--- config.mk ---
export PLATFORM = sky130hd
export DESIGN_NAME = plab4_net_ter_eject_demux
export DESIGN_NICKNAME = d
export VERILOG_FILES = /design/src/rtl/plab4_net_ter_eject_demux_pkg.sv /design/src/rtl/plab4_net_ter_eject_queue.sv /design/src/rtl/plab4_net_ter_eject_demux.sv
export SDC_FILE = /design/constraint.sdc
export NUM_CORES = 1
export LEC_CHECK = 0
export CELL_PAD_IN_SITES_DETAIL_PLACEMENT = 1
export CELL_PAD_IN_SITES_GLOBAL_PLACEMENT = 1
export CORE_ASPECT_RATIO = 1.4
export CORE_MARGIN = 3
export CORE_UTILIZATION = 41
export DETAILED_ROUTE_END_ITERATION = 6
export PLACE_DENSITY = 0.89
export SETUP_SLACK_MARGIN = 0.02
export SYNTH_ARGS = -nofsm -noshare
export SYNTH_HDL_FRONTEND = slang
export SYNTH_SLANG_ARGS = --single-unit
--- constraint.sdc ---
create_clock -name clk -period 3.6 [get_ports clk]
set_input_delay 0.54 -clock clk [delete_from_list [all_inputs] [get_ports clk]]
set_output_delay 0.54 -clock clk [all_outputs]
set_load 0.02 [all_outputs]
--- src/rtl/plab4_net_ter_eject_demux_pkg.sv ---
// Message-format helpers shared by the terminal ejection demux and its queues.
// Optional stats counters are enabled with PLAB4_NET_EJECT_STATS_EN.
`ifndef VC_NET_MSG_NBITS
`define VC_NET_MSG_NBITS(p,o,s) ((p)+(o)+2*(s))
`endif

package plab4_net_ter_eject_demux_pkg;

  localparam int unsigned c_stat_nbits = 16;
  localparam logic [c_stat_nbits-1:0] c_stat_max = 16'hFFFF;

  // Width of the buffered body {src, opaque, payload}; dest is stripped on ejection.
  function automatic int unsigned eject_body_nbits(input int unsigned p,
                                                   input int unsigned o,
                                                   input int unsigned s);
    return p + o + s;
  endfunction

endpackage

--- src/rtl/plab4_net_ter_eject_queue.sv ---
// Circular-buffer FIFO with val/rdy on both sides; one instance per domain.
// enq_rdy_o is !full and deq_val_o is !empty; no bypass and no pipelined enqueue.
module plab4_net_ter_eject_queue
  import plab4_net_ter_eject_demux_pkg::*;
#(
  parameter int unsigned p_num_entries = 2,
  parameter int unsigned p_data_nbits  = 38
) (
  input  logic                    clk,
  input  logic                    reset,
  input  logic                    enq_val_i,
  output logic                    enq_rdy_o,
  input  logic [p_data_nbits-1:0] enq_data_i,
  output logic                    deq_val_o,
  input  logic                    deq_rdy_i,
  output logic [p_data_nbits-1:0] deq_data_o
);

  localparam int unsigned c_ptr_nbits = $clog2(p_num_entries);
  localparam int unsigned c_cnt_nbits = c_ptr_nbits + 1;
  localparam logic [c_cnt_nbits-1:0] c_cnt_full = c_cnt_nbits'(p_num_entries);

  logic [c_ptr_nbits-1:0]  enq_ptr_q, enq_ptr_d;
  logic [c_ptr_nbits-1:0]  deq_ptr_q, deq_ptr_d;
  logic [c_cnt_nbits-1:0]  count_q, count_d;
  logic [p_data_nbits-1:0] mem_q [p_num_entries];
  logic                    do_enq, do_deq;

  assign enq_rdy_o  = (count_q != c_cnt_full);
  assign deq_val_o  = (count_q != '0);
  assign deq_data_o = mem_q[deq_ptr_q];
  assign do_enq     = enq_val_i && enq_rdy_o;
  assign do_deq     = deq_val_o && deq_rdy_i;

  // Power-of-two depth lets the pointers wrap by natural overflow.
  always_comb begin
    enq_ptr_d = enq_ptr_q;
    deq_ptr_d = deq_ptr_q;
    count_d   = count_q;
    if (do_enq) enq_ptr_d = enq_ptr_q + 1'b1;
    if (do_deq) deq_ptr_d = deq_ptr_q + 1'b1;
    case ({do_enq, do_deq})
      2'b10:   count_d = count_q + 1'b1;
      2'b01:   count_d = count_q - 1'b1;
      default: count_d = count_q;
    endcase
  end

  always_ff @(posedge clk or posedge reset) begin
    if (reset) begin
      enq_ptr_q <= '0;
      deq_ptr_q <= '0;
      count_q   <= '0;
    end else begin
      enq_ptr_q <= enq_ptr_d;
      deq_ptr_q <= deq_ptr_d;
      count_q   <= count_d;
    end
  end

  always_ff @(posedge clk) begin
    if (do_enq) mem_q[enq_ptr_q] <= enq_data_i;
  end

endmodule

--- src/rtl/plab4_net_ter_eject_demux.sv ---
// Terminal ejection receiver: dest check, per-domain queueing, misroute pulses, stats.
// Define PLAB4_NET_EJECT_STATS_EN to build the delivery counters; otherwise they read 0.
module plab4_net_ter_eject_demux
  import plab4_net_ter_eject_demux_pkg::*;
#(
  parameter int unsigned p_payload_nbits = 32,
  parameter int unsigned p_opaque_nbits  = 3,
  parameter int unsigned p_srcdest_nbits = 3,
  parameter int unsigned p_router_id     = 0,
  parameter int unsigned p_num_entries   = 2,
  localparam int unsigned c_net_msg_nbits =
    `VC_NET_MSG_NBITS(p_payload_nbits, p_opaque_nbits, p_srcdest_nbits)
) (
  input  logic                       clk,
  input  logic                       reset,
  input  logic                       in_val,
  output logic                       in_rdy,
  input  logic [c_net_msg_nbits-1:0] in_msg,
  input  logic                       in_domain,
  output logic                       out_val_d0,
  input  logic                       out_rdy_d0,
  output logic [p_payload_nbits-1:0] out_payload_d0,
  output logic [p_srcdest_nbits-1:0] out_src_d0,
  output logic [p_opaque_nbits-1:0]  out_opaque_d0,
  output logic                       out_val_d1,
  input  logic                       out_rdy_d1,
  output logic [p_payload_nbits-1:0] out_payload_d1,
  output logic [p_srcdest_nbits-1:0] out_src_d1,
  output logic [p_opaque_nbits-1:0]  out_opaque_d1,
  output logic                       misroute_d0,
  output logic                       misroute_d1,
  output logic [c_stat_nbits-1:0]    count_d0,
  output logic [c_stat_nbits-1:0]    count_d1
);

  localparam int unsigned c_body_nbits =
    eject_body_nbits(p_payload_nbits, p_opaque_nbits, p_srcdest_nbits);
  localparam logic [p_srcdest_nbits-1:0] c_my_id = p_srcdest_nbits'(p_router_id);

  logic [p_srcdest_nbits-1:0] in_dest;
  logic [c_body_nbits-1:0]    in_body;
  logic [c_body_nbits-1:0]    deq_data_d0, deq_data_d1;
  logic enq_rdy_d0, enq_rdy_d1;
  logic xfer, dest_ok;
  logic misroute_d0_q, misroute_d0_d, misroute_d1_q, misroute_d1_d;

  assign in_dest = in_msg[c_net_msg_nbits-1 -: p_srcdest_nbits];
  assign in_body = in_msg[c_body_nbits-1:0];
  assign dest_ok = (in_dest == c_my_id);

  // Ready depends only on the selected domain's full flag, never on in_val or a same-cycle dequeue.
  assign in_rdy = in_domain ? enq_rdy_d1 : enq_rdy_d0;
  assign xfer   = in_val && in_rdy;

  plab4_net_ter_eject_queue #(
    .p_num_entries (p_num_entries),
    .p_data_nbits  (c_body_nbits)
  ) u_queue_d0 (
    .clk        (clk),
    .reset      (reset),
    .enq_val_i  (xfer && !in_domain && dest_ok),
    .enq_rdy_o  (enq_rdy_d0),
    .enq_data_i (in_body),
    .deq_val_o  (out_val_d0),
    .deq_rdy_i  (out_rdy_d0),
    .deq_data_o (deq_data_d0)
  );

  plab4_net_ter_eject_queue #(
    .p_num_entries (p_num_entries),
    .p_data_nbits  (c_body_nbits)
  ) u_queue_d1 (
    .clk        (clk),
    .reset      (reset),
    .enq_val_i  (xfer && in_domain && dest_ok),
    .enq_rdy_o  (enq_rdy_d1),
    .enq_data_i (in_body),
    .deq_val_o  (out_val_d1),
    .deq_rdy_i  (out_rdy_d1),
    .deq_data_o (deq_data_d1)
  );

  assign {out_src_d0, out_opaque_d0, out_payload_d0} = deq_data_d0;
  assign {out_src_d1, out_opaque_d1, out_payload_d1} = deq_data_d1;

  assign misroute_d0_d = xfer && !in_domain && !dest_ok;
  assign misroute_d1_d = xfer && in_domain && !dest_ok;

  always_ff @(posedge clk or posedge reset) begin
    if (reset) begin
      misroute_d0_q <= 1'b0;
      misroute_d1_q <= 1'b0;
    end else begin
      misroute_d0_q <= misroute_d0_d;
      misroute_d1_q <= misroute_d1_d;
    end
  end

  assign misroute_d0 = misroute_d0_q;
  assign misroute_d1 = misroute_d1_q;

`ifdef PLAB4_NET_EJECT_STATS_EN
  logic [c_stat_nbits-1:0] count_d0_q, count_d0_d, count_d1_q, count_d1_d;

  // Saturating delivery counters.
  always_comb begin
    count_d0_d = count_d0_q;
    count_d1_d = count_d1_q;
    if (out_val_d0 && out_rdy_d0 && (count_d0_q != c_stat_max)) count_d0_d = count_d0_q + 1'b1;
    if (out_val_d1 && out_rdy_d1 && (count_d1_q != c_stat_max)) count_d1_d = count_d1_q + 1'b1;
  end

  always_ff @(posedge clk or posedge reset) begin
    if (reset) begin
      count_d0_q <= '0;
      count_d1_q <= '0;
    end else begin
      count_d0_q <= count_d0_d;
      count_d1_q <= count_d1_d;
    end
  end

  assign count_d0 = count_d0_q;
  assign count_d1 = count_d1_q;
`else
  assign count_d0 = '0;
  assign count_d1 = '0;
`endif

endmodule
==> impl_metrics.csv, run 1 <==
group,metric,value,unit
power_and_ir_drop,swShare,29.1,%
timing,final_max_slew_viol_count,0,
synthesis,netlist-cell-type-count,23,
timing,clock_skew,0.00790,ns
critical_path,criticalPathCategory,"register to primary output",
clock_tree,cts_sinks,162,
power_and_ir_drop,vdd_ir_drop_max,324,µV
critical_path,worstSetupStartpointType,"register",
timing,rsz0062_at_grt,"false",
die,die_h,152,µm
die,fp-row-count,52,
critical_path,path_max_fanout,39,
synthesis,yosysWarnings,0,
clock_tree,hold_buffers,0,
clock_tree,cts_tree,"done",
power_and_ir_drop,powerDensity,697,nW/µm²
placed_design,pre_cts_ws,0.938,ns
route,drt_iter0_markers,127,
timing,max_slew_margin,37.2,%
synthesis,synth_ff_type,"edfxtp_1",
power_and_ir_drop,p_int,4.09,mW
timing,hold_viol_final,0,
synthesis,yosysMostFrequentCell,"edfxtp_1",
placed_design,dp_hpwl,8.90,mm
power_and_ir_drop,pwr-share-clk,32.4,%
cells_and_area,final_util,56.3,%
critical_path,arrival,2.40,ns
flow_run,maxCapViolations,0,
synthesis,yosys.area.top_type,"edfxtp_1",
route,ant_nets,0,
critical_path,required,3.06,ns
cells_and_area,insertedDiodeCount,0,
timing,setup_slack,0.659,ns
route,drc,0,
clock_tree,htreeDepth,4,
die,start_util,42.4,%
synthesis,async_flop_share,6.17,%
timing,setup_viol,0,
grt,grt_pass1_wl,20.1,mm
timing,layout_min_cycle_time,2.94,ns
timing,max_freq,340,MHz
die,die_w,110,µm
run_status,outcome,"finished, final reports clean",
die,ios,160,
placed_design,place.port_buffers,127,
route,vias,3132,
power_and_ir_drop,fin_total_pwr,5.76,mW
cells_and_area,fin_nets,506,
synthesis,postSynthCellCount,314,
synthesis,synthTopCellsByArea,"edfxtp_1 73%, mux2_2 10%, dfrtp_1 4.0%",
power_and_ir_drop,comb_power_share,27.3,%
power_and_ir_drop,power.leakage,2.84,nW
timing,setup_tns,0,ns
clock_tree,cts_resized,0,
route,post_drt_wl_per_cell,20.2,µm
power_and_ir_drop,switchingPower,1.68,mW
grt,grt_max_degree,40,
grt,grt_overflow,0,
synthesis,yosys-top-cells-count,"152 x edfxtp_1, 57 x mux2_2, 32 x buf_4",
cells_and_area,drive_gt1_share,22.1,%
clock_tree,clkTransAtPathRegs,0.07,ns
timing,tightest_slew,0.942,ns
synthesis,syn_avg_cell_area,19.9,µm²
placed_design,post-place-cells,627,
min_path,worstHoldPathType,"input pin to asynchronous set/reset pin",
clock_tree,clk_latency,0.41,ns
route,finalWirelength,13.3,mm
clock_tree,cts-root-buf,"clkbuf_16",
die,dieArea,16800,µm²
cells_and_area,syn_to_final_growth,32.6,%
synthesis,ys_ff_latch,162,
synthesis,synth_area,6240,µm²
timing,fin_crit_sh,81.7,%
clock_tree,cts_buffer_depth,2,
synthesis,synth-seq-area-share,77.2,%
clock_tree,cts_buffers,17,
cells_and_area,final_cells,659,
power_and_ir_drop,power_frac_seq,40.3,%
grt,grt_use_total,16.3,%
clock_tree,cts_setup_buffers,0,
critical_path,endpoint_kind,"primary output",
synthesis,synth_edf_count,152,
die,core-area,14700,µm²
route,first_pass_iters,4,
grt,grt_pass1_vias,3406,
placed_design,place.gp.congestion,0.736,
route,via_per_inst,4.75,
grt,antenna_found_initial,1,
synthesis,synth_top_area_share,73.2,%
registers in the layout (all words and copies together), names as in the netlist:
name and count:
u_queue_d1.deq_ptr_q 1, u_queue_d1.enq_ptr_q 1, u_queue_d0.count_q 2, u_queue_d0.enq_ptr_q 1, misroute_d1 1, u_queue_d0.deq_ptr_q 1, u_queue_d1.count_q 2, u_queue_d1.mem_q 76
u_queue_d0.mem_q 76, misroute_d0 1
logic make-up after synthesis:
group / Yosys count / synth area share (%)
XOR/XNOR: 10 / 1.52
flip-flops: 162 / 77.2
multiplexers: 77 / 13.9
other: 1 / 0.0601
AND/OR/NAND/NOR: 19 / 2.07
adder cells (fa/ha/maj): 2 / 0.401
buffers and inverters: 43 / 4.87
cell usage in the layout (no fill, tap or decap):
cell type	instances
clkinv_8	1
dfrtp_1	8
nand3b_2	1
clkbuf_16	17
dfrtp_2	2
nand3_1	1
inv_8	1
clkinv_4	3
mux2_1	20
nor2_1	3
ha_1	2
bufinv_16	3
xnor2_1	5
nor4b_4	1
and2_1	2
edfxtp_1	152
clkinv_1	1
inv_6	5
or2_1	2
xor2_1	4
conb_1	32
clkdlybuf4s50_1	127
nor4bb_1	1
nor3_1	1
mux2_2	57
xnor2_2	1
clkinvlp_4	1
nand2b_1	2
inv_1	3
nand3_2	1
buf_4	6
nor2_4	4
per-stage QoR:
stage / hold slack, ns / instance area (µm²)
2_1_floorplan: 0.380 / 6350
3_3_place_gp: 0.474 / 7650
3_5_place_dp: 0.504 / 7650
4_1_cts: 0.406 / 8270
5_1_grt: 0.423 / 8270
6_report: 0.417 / 8270
path summary, 6_finish.rpt:
| path | from | end | slack [ns] | depth (start not counted) |
|---|---|---|---|---|
| hold reg to reg | u_queue_d0.count_q[1] | u_queue_d0.count_q[1] | 0.51 | 1 |
| setup / recovery | u_queue_d1.deq_ptr_q | out_payload_d1[15] | 0.66 | 2 |
| min in group clk | u_queue_d0.count_q[1] | u_queue_d0.count_q[1] | 0.51 | 1 |
| setup reg to reg | u_queue_d0.count_q[0] | u_queue_d0.mem_q[0][14] | 1.79 | 4 |
| max in group asynchronous | reset | u_queue_d0.deq_ptr_q | 2.85 | 2 |
| hold / removal | reset | misroute_d1 | 0.42 | 2 |
critical path, cell delays in order (launching register included):
cell and delay, ns:
dfrtp_2 0.99, mux2_2 0.43, clkdlybuf4s50_1 0.56
layout make-up:
type / count / area (µm²)
Clock buffer: 17 / 425
Inverter: 3 / 11.3
Fill cell: 1354 / 6430
Tap cell: 189 / 236
Sequential cell: 162 / 4820
Timing Repair Buffer: 133 / 1320
Clock inverter: 15 / 199
Multi-Input combinational cell: 140 / 1270
routing by layer:
layer / vias to the layer above / track usage (%) / share of wire [%]
met3: 11 / 4.12 / 4.8
met4: 2 / 4.93 / 0.73
met5: - / 0 / 0.098
met2: 112 / 29.7 / 57
met1: 1593 / 18.2 / 37
li1: 1414 / - / -
power by group through the flow:
stage	Clock [mW]	Sequential (mW)	Combinational (mW)
floorplan	0	2.23	1.04
global placement	0	2.35	1.56
detailed placement	0	2.37	1.59
CTS	1.91	2.33	1.60
global route	1.99	2.35	1.66
finish	1.87	2.33	1.57
No activity file was read; power rests on OpenSTA's default activity.
==> inputs of run 2 (changes only) <==
--- a/config.mk
+++ b/config.mk
@@ -9,9 +9,9 @@
 export CELL_PAD_IN_SITES_GLOBAL_PLACEMENT = 1
 export CORE_ASPECT_RATIO = 1.4
 export CORE_MARGIN = 3
-export CORE_UTILIZATION = 41
+export CORE_UTILIZATION = 37
 export DETAILED_ROUTE_END_ITERATION = 6
-export PLACE_DENSITY = 0.89
+export PLACE_DENSITY = 0.85
 export SETUP_SLACK_MARGIN = 0.02
 export SYNTH_ARGS = -nofsm -noshare
 export SYNTH_HDL_FRONTEND = slang
==> constraint.sdc (replaced) <==
create_clock -name clk -period 2.5 [get_ports clk]
set_input_delay 0.375 -clock clk [delete_from_list [all_inputs] [get_ports clk]]
set_output_delay 0.375 -clock clk [all_outputs]
set_load 0.02 [all_outputs]
==> run 2 against run 1 <==
Die area grew 10%. Register-to-register slack lost 0.94 ns. Global-route usage shrank 1.4 points. Setup slack lost 0.56 ns. Combinational power grew 62%.
==> impl_metrics.csv, run 2 (synthesized netlist as in run 1, its figures left out) <==
group,metric,value,unit
grt,grt_pass1_vias,3561,
critical_path,r2r_cells,4,
die,die_h,160,µm
cells_and_area,fin_nets,514,
critical_path,criticalPathCategory,"register to primary output",
placed_design,dp_hpwl,9.33,mm
cells_and_area,syn_to_final_growth,34.6,%
min_path,worstHoldPathType,"input pin to asynchronous set/reset pin",
critical_path,worstSetupStartpointType,"register",
timing,setup_viol,0,
die,die_w,116,µm
cells_and_area,insertedDiodeCount,0,
timing,rsz0062_at_grt,"false",
timing,fin_crit_sh,96.1,%
route,drt_iter0_markers,125,
power_and_ir_drop,power.leakage,2.89,nW
grt,grt_overflow,0,
clock_tree,cts-root-buf,"clkbuf_16",
timing,layout_min_cycle_time,2.40,ns
timing,setup_tns,0,ns
power_and_ir_drop,vdd_ir_drop_max,464,µV
placed_design,post-place-cells,643,
route,finalWirelength,13.5,mm
critical_path,arrival,2.03,ns
clock_tree,cts_buffers,17,
cells_and_area,design_area,8400,µm²
timing,hold_viol_final,0,
route,post_drt_wl_per_cell,19.9,µm
cells_and_area,top_regs,"u_queue_d0.mem_q x76, u_queue_d1.mem_q x76",
die,core-area,16400,µm²
power_and_ir_drop,fin_total_pwr,8.30,mW
die,ios,160,
critical_path,cp-startpoint,"u_queue_d1.deq_ptr_q",
timing,max_freq,416,MHz
placed_design,placed_area,7790,µm²
cells_and_area,final_cells,677,
timing,final_max_slew_viol_count,0,
route,ant_nets,0,
route,vias,3151,
critical_path,endpoint,"out_src_d1[0]",
grt,grt_use_total,14.8,%
timing,clock_skew,0.00866,ns
die,dieArea,18500,µm²
critical_path,r2r_start,"u_queue_d1.count_q[0]",
clock_tree,cts_tree,"done",
clock_tree,cts_buffer_depth,2,
placed_design,place.port_buffers,127,
cells_and_area,mostFrequentLayoutCell,"edfxtp_1",
critical_path,reg2reg_setup_slack,0.85,ns
die,start_util,38.1,%
grt,grt_max_degree,24,
run_status,outcome,"finished, final reports clean",
critical_path,path_max_fanout,16,
clock_tree,htreeDepth,4,
flow_run,maxCapViolations,0,
die,fp-row-count,55,
critical_path,required,2.12,ns
cells_and_area,layout_common_cells,"152 x edfxtp_1, 127 x clkdlybuf4s50_1, 57 x mux2_2",
grt,antenna_found_initial,1,
cells_and_area,nFillCells,1533,
route,via_per_inst,4.65,
grt,grt_pass1_wl,20.3,mm
cells_and_area,drive_gt1_share,23.4,%
route,drc,0,
critical_path,r2r_end,"u_queue_d1.mem_q[1][29]",
placed_design,place.gp.congestion,0.757,
clock_tree,clk_latency,0.41,ns
route,first_pass_iters,5,
critical_path,endpoint_kind,"primary output",
power_and_ir_drop,powerDensity,988,nW/µm²
clock_tree,clkTransAtPathRegs,0.06,ns
timing,whs,0.263,ns
clock_tree,cts_sinks,162,
[run 2: cell count changes in the layout (fill, tap and decap cells not counted)]
cell       previous run  this run
buf_12                0         7
buf_4                 6         7
bufinv_16             3         1
clkinv_4              3         1
dfrtp_2               2         1
dfrtp_4               0         1
inv_6                 5         6
inv_8                 1         4
[run 2: layout make-up]
class	instances	area [µm²]	area share (%)
inverter	3	11.3	0.134
timing repair buffer	141	1460	17.4
multi-input combinational	140	1270	15.1
clock buffer	17	425	5.06
clock inverter	15	164	1.95
tap	199	249	2.96
sequential	162	4820	57.4
[run 2: worst max-delay path, stage by stage (launching register included)]
cell             delay, ns
dfrtp_4               0.55
buf_12                0.18
mux2_1                0.33
clkdlybuf4s50_1       0.54
[run 2: layer usage]
layer  part of all wire [%]  up-vias  GRT usage (%)
met1                     38     1589           16.3
met2                     56      112           27.3
met5                  0.097        -              0
met3                    4.6       15           4.17
met4                    1.4        2           4.59
li1                       -     1433              -
[run 2: worst min-delay path by stage]
stage                                  to  cells after the start
detailed placement  u_queue_d1.count_q[1]                      1
finish               u_queue_d1.enq_ptr_q                      2
CTS                           misroute_d0                      2
global route                  misroute_d0                      2
floorplan                     misroute_d0                      1
global placement    u_queue_d0.count_q[1]                      1
[run 2: stage by stage]
step / setup WS, ns / utilization [%]
5_1_grt: 0.0218 / 51.3
3_5_place_dp: 0.203 / 47.6
6_report: 0.0977 / 51.3
4_1_cts: 0.0589 / 51.3
3_3_place_gp: 0.315 / 47.6
2_1_floorplan: -0.420 / -
[run 2: repair_timing]
item                       CTS  global route
setup endpoints to repair   27             0
gates resized for setup      1             0
hold endpoints to repair     0             0
hold buffers                 0             0
setup buffers                2             0
[run 2: power breakdown]
part / switching (mW) / internal (mW)
Clock: 1.12 / 1.42
Combinational: 1.24 / 1.30
Sequential: 0.118 / 3.09
